## config.mk

```make
export PLATFORM = sky130hd
export DESIGN_NAME = lcd_update_scheduler
export DESIGN_NICKNAME = d
export VERILOG_FILES = /design/src/rtl/lcd_pkg.sv /design/src/rtl/lcd_frame_timer.sv /design/src/rtl/lcd_update_scheduler.sv
export SDC_FILE = /design/constraint.sdc
export NUM_CORES = 1
export LEC_CHECK = 0
export ABC_AREA = 1
export BUFFER_PORTS_ARGS = -buffer_cell sky130_fd_sc_hd__buf_2
export CORE_MARGIN = 3
export CORE_UTILIZATION = 35
export DETAILED_ROUTE_END_ITERATION = 8
export GPL_ROUTABILITY_DRIVEN = 0
export HOLD_SLACK_MARGIN = 0.12
export MAX_ROUTING_LAYER = met4
export PLACE_DENSITY = 0.68
export SYNTH_ARGS = -nofsm -noshare
export SYNTH_HDL_FRONTEND = slang
export SYNTH_SLANG_ARGS = --single-unit
```

## constraint.sdc

```tcl
create_clock -name clk -period 2.1 [get_ports clk]
set_input_delay 0.315 -clock clk [delete_from_list [all_inputs] [get_ports clk]]
set_output_delay 0.315 -clock clk [all_outputs]
set_load 0.01 [all_outputs]
```

## src/rtl/lcd_pkg.sv

```systemverilog
// ============================================================================
// lcd_pkg : shared types and timing constants for the LCD update scheduler
// Rev 1.0
// ============================================================================
`default_nettype none

package lcd_pkg;

    localparam int LCD_STEP        = 1 << 20;
    localparam int LCD_STEPS       = 128;
    localparam int DEF_TRIG_CYCLES = LCD_STEP;
    // lcd parks again only after the remaining 127 steps of its frame
    localparam int DEF_WAIT_CYCLES = (LCD_STEPS - 1) * LCD_STEP;
    localparam int DEF_TMR_W       = 27;

    localparam int NFIELDS = 7;
    localparam int FIELD_W = 16;
    localparam int DISP_W  = NFIELDS * FIELD_W;

    typedef enum logic [2:0] {
        F_P_SCORE = 3'd0,
        F_D_SCORE = 3'd1,
        F_P_FH    = 3'd2,
        F_P_SH    = 3'd3,
        F_D_FH    = 3'd4,
        F_D_SH    = 3'd5,
        F_BET     = 3'd6
    } field_e;

    typedef enum logic [1:0] {
        ST_WAIT = 2'd0,
        ST_IDLE = 2'd1,
        ST_TRIG = 2'd2
    } state_e;

    function automatic int field_lsb(input field_e f);
        return int'(f) * FIELD_W;
    endfunction

endpackage

`default_nettype wire

```

## src/rtl/lcd_frame_timer.sv

```systemverilog
// ============================================================================
// lcd_frame_timer : loadable down-counter, done while the count is zero
// Rev 1.0
// ============================================================================
`default_nettype none

module lcd_frame_timer
    import lcd_pkg::*;
#(
    parameter int               TMR_W   = DEF_TMR_W,
    parameter logic [TMR_W-1:0] RST_VAL = '0
) (
    input  logic             clk,
    input  logic             rst,
    input  logic             load_i,
    input  logic [TMR_W-1:0] load_val_i,
    output logic             done_o
);

    logic [TMR_W-1:0] count_q;
    logic [TMR_W-1:0] count_d;

    always_comb begin
        count_d = count_q;
        if (load_i) begin
            count_d = load_val_i;
        end else if (count_q != '0) begin
            count_d = count_q - 1'b1;
        end
    end

    always_ff @(posedge clk) begin
        if (rst) begin
            count_q <= RST_VAL;
        end else begin
            count_q <= count_d;
        end
    end

    assign done_o = (count_q == '0);

endmodule

`default_nettype wire

```

## src/rtl/lcd_update_scheduler.sv

```systemverilog
// ============================================================================
// lcd_update_scheduler : grants screen-update requests and paces lcd frames
// Rev 1.0
// ============================================================================
`default_nettype none

module lcd_update_scheduler
    import lcd_pkg::*;
#(
    parameter int NREQ        = 4,
    parameter int TRIG_CYCLES = DEF_TRIG_CYCLES,
    parameter int WAIT_CYCLES = DEF_WAIT_CYCLES,
    parameter int TMR_W       = DEF_TMR_W
) (
    input  logic              clk,
    input  logic              rst,
    input  logic [NREQ-1:0]   req_i,
    output logic [NREQ-1:0]   ack_o,
    input  logic [DISP_W-1:0] disp_bcd_i,
    output logic [DISP_W-1:0] disp_bcd_o,
    output logic              lcd_trigger_o,
    output logic              busy_o,
    output logic [7:0]        frame_cnt_o
);

    localparam logic [TMR_W-1:0] TRIG_LOAD = TMR_W'(TRIG_CYCLES - 1);
    localparam logic [TMR_W-1:0] WAIT_LOAD = TMR_W'(WAIT_CYCLES - 1);

    state_e             state_q;
    state_e             state_d;
    logic               tmr_load;
    logic [TMR_W-1:0]   tmr_load_val;
    logic               tmr_done;
    logic               grant;
    logic [NREQ-1:0]    ack_q;
    logic [DISP_W-1:0]  disp_q;
    logic [7:0]         frame_cnt_q;
    logic               busy_q;
    logic               trig_q;

    // Reset lands in WAIT with the timer loaded: lcd self-runs its init frame.
    lcd_frame_timer #(
        .TMR_W   (TMR_W),
        .RST_VAL (WAIT_LOAD)
    ) u_timer (
        .clk        (clk),
        .rst        (rst),
        .load_i     (tmr_load),
        .load_val_i (tmr_load_val),
        .done_o     (tmr_done)
    );

    always_comb begin
        state_d      = state_q;
        tmr_load     = 1'b0;
        tmr_load_val = '0;
        grant        = 1'b0;
        case (state_q)
            ST_IDLE: begin
                if (|req_i) begin
                    grant        = 1'b1;
                    state_d      = ST_TRIG;
                    tmr_load     = 1'b1;
                    tmr_load_val = TRIG_LOAD;
                end
            end
            ST_TRIG: begin
                if (tmr_done) begin
                    state_d      = ST_WAIT;
                    tmr_load     = 1'b1;
                    tmr_load_val = WAIT_LOAD;
                end
            end
            ST_WAIT: begin
                if (tmr_done) begin
                    state_d = ST_IDLE;
                end
            end
            default: begin
                state_d      = ST_WAIT;
                tmr_load     = 1'b1;
                tmr_load_val = WAIT_LOAD;
            end
        endcase
    end

    always_ff @(posedge clk) begin
        if (rst) begin
            state_q     <= ST_WAIT;
            ack_q       <= '0;
            disp_q      <= '0;
            frame_cnt_q <= 8'd0;
            busy_q      <= 1'b1;
            trig_q      <= 1'b0;
        end else begin
            state_q <= state_d;
            ack_q   <= grant ? req_i : '0;
            if (grant) begin
                disp_q <= disp_bcd_i;
            end
            if ((state_q == ST_WAIT) && tmr_done) begin
                frame_cnt_q <= frame_cnt_q + 8'd1;
            end
            busy_q <= (state_d != ST_IDLE);
            trig_q <= (state_d == ST_TRIG);
        end
    end

    assign ack_o         = ack_q;
    assign disp_bcd_o    = disp_q;
    assign frame_cnt_o   = frame_cnt_q;
    assign busy_o        = busy_q;
    assign lcd_trigger_o = trig_q;

endmodule

`default_nettype wire
```

==> flow_summary.ini, run 1 <==
[yosys]
yosys_warnings = 0
synth_compound_area_share_pct = 10.91
synth_area_leaders = dfxtp_1 (50%), nor2_1 (17%), o21ai_0 (9.5%)
yosys.area_share.adder_pct = 0.6017
postSynthAreaPerCell_um2 = 7.480
ys_seq_elements = 155
syn_nets = 955
synth_top_area_share_pct = 49.74
synth_simple_gate_area_share_pct = 31.97
synth_cells = 834
synth_xor_area_share_pct = 1.685
synth.mux.area_fraction_pct = 0
yosysTopAreaCell = dfxtp_1
yosysSeqAreaShare_pct = 49.74
syn-cell-area_um2 = 6238
synth_top_family_by_area = simple AND/OR/NAND/NOR gates
synthDistinctLibCells = 29

[run]
maxCapViolations = 0

[clocking]
cts.repair.resized = 0
clk_pin_slew_ns = 0.06
root_buffer = clkbuf_16
cts_made_buffers = 17
clk_latency_ns = 0.41
cts_tree = built
clock_path_buffers = 2
h-tree-depth = 4
cts.sinks = 155

[detailed_routing]
top_layer_used = met4
detail_route.wl_per_cell_um = 13.78
final_antenna_net_count = 0
wl_met1_mm = 7.456
wl_met2_mm = 8.655
drc = 0
drt-total-wl_mm = 17.97
met3_length_mm = 1.226
num_vias = 6132
drtIter0Drc = 313
dr.pass1.iters = 5
viasPerCell = 4.702

[power_and_ir_drop]
total_leakage_power_nw = 3.796
power_mw = 6.244
ir_worst_vdd_uv = 453.7
power_density_nw_per_um2 = 753.6

[min_path]
min_from = disp_bcd_i[31]
min_path_cells = 3
hp-class = primary input to flip-flop
holdPathEnd = disp_bcd_o[31]

[setup_path]
slowest_stage = dlygate4sd3_1
cp_common_cell = nand2_1
critical_path_required_ns = 2.39
criticalPathCategory = primary input to flip-flop
worstPathMaxFanout = 34
rr_endpoint = u_timer.count_q[17]
cp-start-kind = primary input
reg2reg_depth = 11
worst-r2r-setup-slack_ns = 0.31
crit_chain = dlygate4sd3_1, buf_2, inv_1, nand4_1, nand2_4, buf_4, nand2_1, a21oi_1, nand2_1
slowest_delay_ns = 0.53
r2r_start = u_timer.count_q[0]
worstPathArrival_ns = 2.12
endpoint_kind = flip-flop

[floorplan]
die_y_um = 139.5
num_io_pins = 244
die-area_um2 = 19460
floorplan.core_area_um2 = 17360
rows = 48
initial_utilization_pct = 35.94
die_width_um = 139.5

[timing]
fmaxAchievable_ghz = 0.5459
fin_crit_sh_pct = 87.23
finalSetupViolations = 0
fin_setup_tns_ns = 0
finClkSkew_ns = 0.007682
drv_slew = 0
rsz0062_at_grt = no
hold_violations = 0
tightest_slew_ns = 0.6061
layout_min_cycle_time_ns = 1.832
slew_headroom_pct = 59.45

[grt]
antenna_found_initial = 2
grt_pass1_wl_mm = 28.88
grt_usage_pct = 18.74
grt_pass1_vias = 5735
gr-total-overflow = 0
grt_max_degree = 107

[final_layout]
drive_gt1_share_pct = 29.43
n_fill_cell = 1721
areaGrowthSynthToFinish_pct = 32.81
utilization_pct = 47.74
fin_nets = 1185

[run_status]
outcome = finished clean

[placement]
io_buffers = 243
dpl.hpwl_mm = 13.14
[critical path: cells and delay by family]
| kind | cells | cell delay, ns |
|---|---|---|
| buffers and inverters | 4 | 1.04 |
| AND/OR/NAND/NOR | 4 | 0.62 |
| AO/OA/AOI/OAI | 1 | 0.13 |
[what timing repair did]
item,CTS,global route
setup buffers,0,0
hold endpoints to repair,2,0
hold buffers,2,0
[layout by cell type, fill, tap and decap left out, drive strengths merged]
cell         instances
a21oi               12
a31oi                1
buf                249
bufinv               2
clkbuf              21
clkinv               4
clkinvlp             2
dfxtp              155
diode                2
dlygate4sd3          2
ha                   3
inv                 41
nand2               94
nand3               46
nand3b               6
nand4               13
nor2               287
nor3                 6
o21ai              119
o31ai                2
xnor2                4
xor2                 8
[layer usage]
layer / global-route usage [%] / vias up
li1: - / 3141
met1: 21.67 / 2734
met2: 30.43 / 214
met3: 5.498 / 43
met4: 7.878 / 0
met5: - / -
[kinds of logic after synthesis]
group           Yosys count
flops                   155
fa+ha+maj                 3
xor+xnor                 12
compound gates          134
simple gates            452
buf+inv                  78
[metrics by stage]
| stage | instances | setup WS (ns) | area [µm²] | hold WS (ns) |
|---|---|---|---|---|
| floorplan | 834 | 0.5244 | 6238 | 0.3833 |
| global placement | 1268 | 0.3390 | 7665 | 0.4558 |
| detailed placement | 1268 | 0.3210 | 7665 | 0.4662 |
| CTS | 1302 | 0.3005 | 8280 | 0.1296 |
| global route | 1304 | 0.1395 | 8285 | 0.1482 |
| finish | 1304 | 0.2683 | 8285 | 0.1457 |
[worst max-delay path by stage]
| stage | start | to | depth (start not counted) |
|---|---|---|---|
| after CTS | u_timer.count_q[0] | u_timer.count_q[14] | 12 |
| final | req_i[3] | u_timer.count_q[16] | 9 |
| after global routing | req_i[3] | u_timer.count_q[16] | 9 |
| after floorplan | u_timer.count_q[0] | u_timer.count_q[18] | 13 |
| after detailed placement | u_timer.count_q[0] | u_timer.count_q[19] | 12 |
| after global placement | u_timer.count_q[6] | frame_cnt_o[0] | 8 |
[report_power, final]
part | switching [mW] | total, mW | internal [mW]
sequential | 0.00324 | 2.95 | 2.94
combinational | 0.110 | 0.221 | 0.111
clock | 1.24 | 3.07 | 1.84
[sequential cells by signal, indices dropped and copies added, names as in the netlist]
signal	flops
lcd_trigger_o	1
frame_cnt_o	8
u_timer.count_q	27
disp_bcd_o	112
busy_o	1
ack_o	4
state_q	2
[cells in the mapped netlist, drive strengths merged]
library cell and n:
nand3b 6, nor2 287, xnor2 4, nand2 94, ha 3, xor2 8
inv 38, buf 10, a21oi 12, a31oi 1, nand3 46, nor3 6
o31ai 2, dfxtp 155, o21ai 119, nand4 13, clkbuf 30
[layout make-up]
type                            instances  area, µm²  share of cell area [%]
Clock inverter                         11      135.1                   1.631
Tap cell                              225      281.5                   3.398
Inverter                               38      146.4                   1.767
Timing Repair Buffer                  251       1331                   16.07
Sequential cell                       155       3103                   37.45
Clock buffer                           21      460.4                   5.557
Multi-Input combinational cell        601       2823                   34.07
Antenna cell                            2      5.005                 0.06040
Note: power is estimated with default switching activity, not from simulation.
==> run 2, diff against run 1 <==
Settings changed: PLACE_DENSITY 0.68 to 0.67, SYNTH_HIERARCHICAL set to 1.
==> flow_summary.ini, run 2 <==
[power_and_ir_drop]
swShare_pct = 22.46
power_mw = 6.426
p_seq_share_pct = 45.9
p_clk_share_pct = 50.6
power_density_nw_per_um2 = 763.5
ir_worst_vdd_uv = 555.2
p_int_mw = 4.983
total_leakage_power_nw = 3.558
p_sw_mw = 1.443
combPwrFrac_pct = 3.6

[final_layout]
multiInputGateArea_um2 = 2889
fin_nets = 1158
areaGrowthSynthToFinish_pct = 31.72
regArea_um2 = 3103
final_cell_mix = buf_2 (242), nand2_1 (176), dfxtp_1 (155), a21oi_1 (140), nand3_1 (134)
drive_gt1_share_pct = 31.02
largest_register_ff_count = 112
fin_area_um2 = 8417
layout_commonest_cell = buf_2
n_fill_cell = 1740

[yosys]
synth_common_cells = nand2_1 (177), dfxtp_1 (155), a21oi_1 (140)
synth_async_sr_flop_share_pct = 0
synth.most_common_cell = nand2_1
ys_seq_elements = 155
yosys_warnings = 6
synth_top_flop_cell = dfxtp_1
synth_area_leaders = dfxtp_1 (49%), a21oi_1 (11%), nand3_1 (10%)
yosysSeqAreaShare_pct = 48.56
syn_nets = 940
yosysTopAreaCell = dfxtp_1
synthDistinctLibCells = 31
synth_cells = 820
synth_top_area_share_pct = 48.56
postSynthAreaPerCell_um2 = 7.793
syn-cell-area_um2 = 6390
synth_edf_count = 0

[run_status]
outcome = finished clean

[grt]
grt_pass1_wl_mm = 28.97
grt_pass1_vias = 5794
grt_max_degree = 119
gr-total-overflow = 0
antenna_found_initial = 3
grt_usage_pct = 18.34

[timing]
slew_headroom_pct = 65.82
drv_slew = 0
tightest_slew_ns = 0.5126
fin_hold_ws_ns = 0.1547
hold_violations = 0
layout_min_cycle_time_ns = 1.964
fmaxAchievable_ghz = 0.5092
worst_slack_ns = 0.1362
finalSetupViolations = 0
finClkSkew_ns = 0.008903
fin_crit_sh_pct = 93.51

[detailed_routing]
detail_route.wl_per_cell_um = 14.05
drt-total-wl_mm = 17.97
final_antenna_net_count = 0
num_vias = 6153
dr.pass1.iters = 5
viasPerCell = 4.811
drtIter0Drc = 389
drc = 0

[clocking]
cts_tree = built
cts.sinks = 155
clk_pin_slew_ns = 0.07
clock_path_buffers = 2
h-tree-depth = 4
root_buffer = clkbuf_16
hold_buffers = 0
cts_made_buffers = 17
clk_latency_ns = 0.43

[setup_path]
crit_chain = inv_2, ha_4, nand2_4, nor2_4, nand3_4, nor2_8, nor2_4, o21ai_4, buf_4, nand2_1, o21ai_0, nand2_1, o211ai_1
worstPathArrival_ns = 2.30
worstPathMaxFanout = 7
criticalPathCategory = flip-flop to flip-flop
slowest_delay_ns = 0.33
cp-start-kind = flip-flop
path_delay_family = simple AND/OR/NAND/NOR gates
cp.buffers_inverters = 2
endpoint_kind = flip-flop
critical_path_required_ns = 2.44
slowest_stage = o21ai_4

[floorplan]
die_y_um = 141.1
num_io_pins = 244
die_width_um = 141.1
floorplan.core_area_um2 = 17600
rows = 48
initial_utilization_pct = 36.31
die-area_um2 = 19910

[placement]
dpl.hpwl_mm = 12.15
pre_cts_ws_ns = 0.1285
io_buffers = 243
dpl_cell_area_um2 = 7765

[run]
maxCapViolations = 0

[min_path]
hp-class = primary input to flip-flop
run 2: cell count changes after synthesis, sizes merged, moves of 5 or more:
| cell | before | now |
|---|---|---|
| inv | 38 | 32 |
| a21oi | 12 | 140 |
| nand3b | 6 | 0 |
| o21ai | 119 | 22 |
| nand3 | 46 | 136 |
| nand2 | 94 | 181 |
| clkbuf | 30 | 23 |
| nor2 | 287 | 61 |
| buf | 10 | 34 |
| nand4 | 13 | 3 |
| xor2 | 8 | 13 |
run 2: what timing repair did:
action	CTS	global route
endpoints found under the setup margin	0	14
buffers inserted	0	3
resized for setup	0	1
hold endpoints to repair	0	0
run 2: path summary, 6_finish.rpt:
check                           from  cells past startpoint            endpoint  slack [ns]
hold / removal       disp_bcd_i[106]                      3     disp_bcd_o[106]        0.15
setup reg to reg  u_timer/count_q[0]                     13  u_timer/count_q[1]        0.14
hold reg to reg       disp_bcd_o[72]                      2      disp_bcd_o[72]        0.46
setup / recovery  u_timer/count_q[0]                     13  u_timer/count_q[1]        0.14
run 2: logic make-up after synthesis:
kind of cell	synth area share, %
buf+inv	7.069
compound gates	13.63
flops	48.56
simple gates	27.55
fa+ha+maj	0.3916
other cells	0.05869
xor+xnor	2.741
run 2: power by group through the flow:
stage          logic, mW  registers (mW)  clock network [mW]
2_1_floorplan     0.0913            3.01                   0
3_3_place_gp       0.229            3.01                   0
3_5_place_dp       0.229            3.01                   0
4_1_cts            0.230            2.95                3.33
5_1_grt            0.255            2.95                3.46
6_report           0.229            2.95                3.25
run 2: per-layer routing:
metal,vias up,global-route usage (%),share of wire (%),wire (µm)
met2,219,28.97,48,8553
met3,30,4.817,7.3,1317
met4,0,7.139,2.3,421
met5,-,-,0,0
li1,3165,-,-,-
met1,2739,22.44,43,7676
run 2: metrics by stage:
stage | instances | setup TNS (ns) | util, %
2_1_floorplan | 820 | 0 | -
3_3_place_gp | 1241 | 0 | 44.13
3_5_place_dp | 1241 | 0 | 44.13
4_1_cts | 1273 | 0 | 47.65
5_1_grt | 1279 | -0.01522 | 47.83
6_report | 1279 | 0 | 47.83
run 2: cell type report:
cell class	instances	area share (%)
multi-input cells	576	34.32
clock inverters	14	2.141
flip-flops and latches	155	36.87
diodes	3	0.08919
well taps	225	3.345
inverters	32	1.487
clock buffers	18	5.218
repair buffers	256	16.53
run 2: worst register-to-register path, cell delays in order, from the launching register on:
cell and delay, ns:
dfxtp_1 0.32, inv_2 0.09, ha_4 0.15, nand2_4 0.07, nor2_4 0.13, nand3_4 0.13
nor2_8 0.14, nor2_4 0.05, o21ai_4 0.33, buf_4 0.19, nand2_1 0.05, o21ai_0 0.07
nand2_1 0.08, o211ai_1 0.08
==> run 3, diff against run 2 <==
Settings changed: CORE_MARGIN 3 to 2.
==> flow_summary.ini, run 3 (synthesis gave the netlist of run 2 again) <==
[setup_path]
worstPathArrival_ns = 2.25
endpoint_kind = flip-flop
worstPathMaxFanout = 17
critical_path_required_ns = 2.39
criticalPathCategory = flip-flop to flip-flop
reg2reg_depth = 12
cp-start-kind = flip-flop

[timing]
hold_violations = 0
drv_slew = 0
finalSetupViolations = 0
finClkSkew_ns = 0.007788
fin_crit_sh_pct = 92.87
tightest_slew_ns = 0.5042
fmaxAchievable_ghz = 0.5128
worst_slack_ns = 0.1498
slew_headroom_pct = 66.39
layout_min_cycle_time_ns = 1.950
fin_setup_tns_ns = 0

[floorplan]
floorplan.core_area_um2 = 17960
initial_utilization_pct = 35.57
num_io_pins = 244
die_width_um = 139.1
rows = 49
die-area_um2 = 19350
die_y_um = 139.1

[min_path]
min_path_cells = 3
hp-class = primary input to flip-flop

[power_and_ir_drop]
ir_worst_vdd_uv = 569.3
combPwrFrac_pct = 3.5
p_clk_share_pct = 50.6
swShare_pct = 22.66
p_seq_share_pct = 45.9
total_leakage_power_nw = 3.561
p_sw_mw = 1.455
power_density_nw_per_um2 = 763.0
power_mw = 6.420
p_int_mw = 4.965

[detailed_routing]
drt-total-wl_mm = 17.77
num_vias = 6213
final_antenna_net_count = 0
detail_route.wl_per_cell_um = 13.87
drc = 0
viasPerCell = 4.850
dr.pass1.iters = 4
drtIter0Drc = 323

[final_layout]
stdcell_count = 1281
antennaDiodeCount = 0
areaGrowthSynthToFinish_pct = 31.68
final_cell_mix = buf_2 (242), nand2_1 (176), dfxtp_1 (155), a21oi_1 (140), nand3_1 (134)
multiInputGateArea_um2 = 2889
fin_nets = 1159
layout_commonest_cell = buf_2
n_fill_cell = 1801
utilization_pct = 46.84
largest_register_ff_count = 112
regArea_um2 = 3103
drive_gt1_share_pct = 31.08

[placement]
pre_cts_ws_ns = 0.03993
dpl.hpwl_mm = 12.05
io_buffers = 243
dp_cells = 1245

[grt]
grt_pass1_wl_mm = 29.01
grt_usage_pct = 18.71
grt_pass1_vias = 5873
antenna_found_initial = 0
gr-total-overflow = 0
grt_max_degree = 113

[run_status]
outcome = finished clean

[clocking]
clk_pin_slew_ns = 0.07
h-tree-depth = 4
clock_path_buffers = 2
cts.sinks = 155
hold_buffers = 0
cts_tree = built
root_buffer = clkbuf_16
clk_latency_ns = 0.42
cts_made_buffers = 17

[run]
maxCapViolations = 0
## run 3: changes by cell type in the layout (fill, tap and decap cells not counted), sizes merged
cell    delta
diode      -3
clkbuf     -1
buf        +1
inv        +2
clkinv     -1
## run 3: worst paths after layout
| check | from | end | slack [ns] |
|---|---|---|---|
| max reg2reg | u_timer/count_q[0] | u_timer/count_q[18] | 0.15 |
| max | u_timer/count_q[0] | u_timer/count_q[18] | 0.15 |
| min reg2reg | disp_bcd_o[26] | disp_bcd_o[26] | 0.46 |
| min | disp_bcd_i[48] | disp_bcd_o[48] | 0.16 |
## run 3: critical path: stages (launching register included)
cell	delay (ns)
dfxtp_1	0.32
inv_2	0.09
ha_4	0.15
nand2_4	0.07
nor2_4	0.13
nand3_4	0.13
nor2_8	0.14
nor2_4	0.05
o21ai_4	0.27
buf_12	0.15
nor2_8	0.05
inv_6	0.15
o21ai_0	0.11
## run 3: cell type report
type	instances	share of cell area [%]
clock buffers	17	5.056
clock inverters	15	2.320
inverters	32	1.487
multi-input cells	576	34.33
flip-flops and latches	155	36.88
well taps	229	3.405
repair buffers	257	16.52
## run 3: stage by stage
step / cell area [µm²] / hold WS [ns]
5_1_grt: 8414 / 0.1445
2_1_floorplan: 6440 / 0.4567
6_report: 8414 / 0.1569
3_5_place_dp: 7745 / 0.4492
4_1_cts: 8366 / 0.1355
3_3_place_gp: 7745 / 0.4448
## run 3: power by group through the flow
stage / Sequential [mW] / Combinational, mW / Clock [mW]
floorplan: 3.01 / 0.0913 / 0
global placement: 3.01 / 0.227 / 0
detailed placement: 3.01 / 0.228 / 0
CTS: 2.95 / 0.228 / 3.34
global route: 2.95 / 0.252 / 3.47
finish: 2.95 / 0.228 / 3.25
## run 3: repair_timing
action	CTS	global route
endpoints found under the setup margin	0	27
setup buffers	0	4
resized for setup	0	2
## run 3: per-layer routing
metal	track usage, %	share of wire [%]	vias up
li1	-	-	3161
met1	22.77	44	2847
met2	30.44	49	180
met3	4.454	5.2	25
met4	6.592	2.0	0
met5	-	0	-
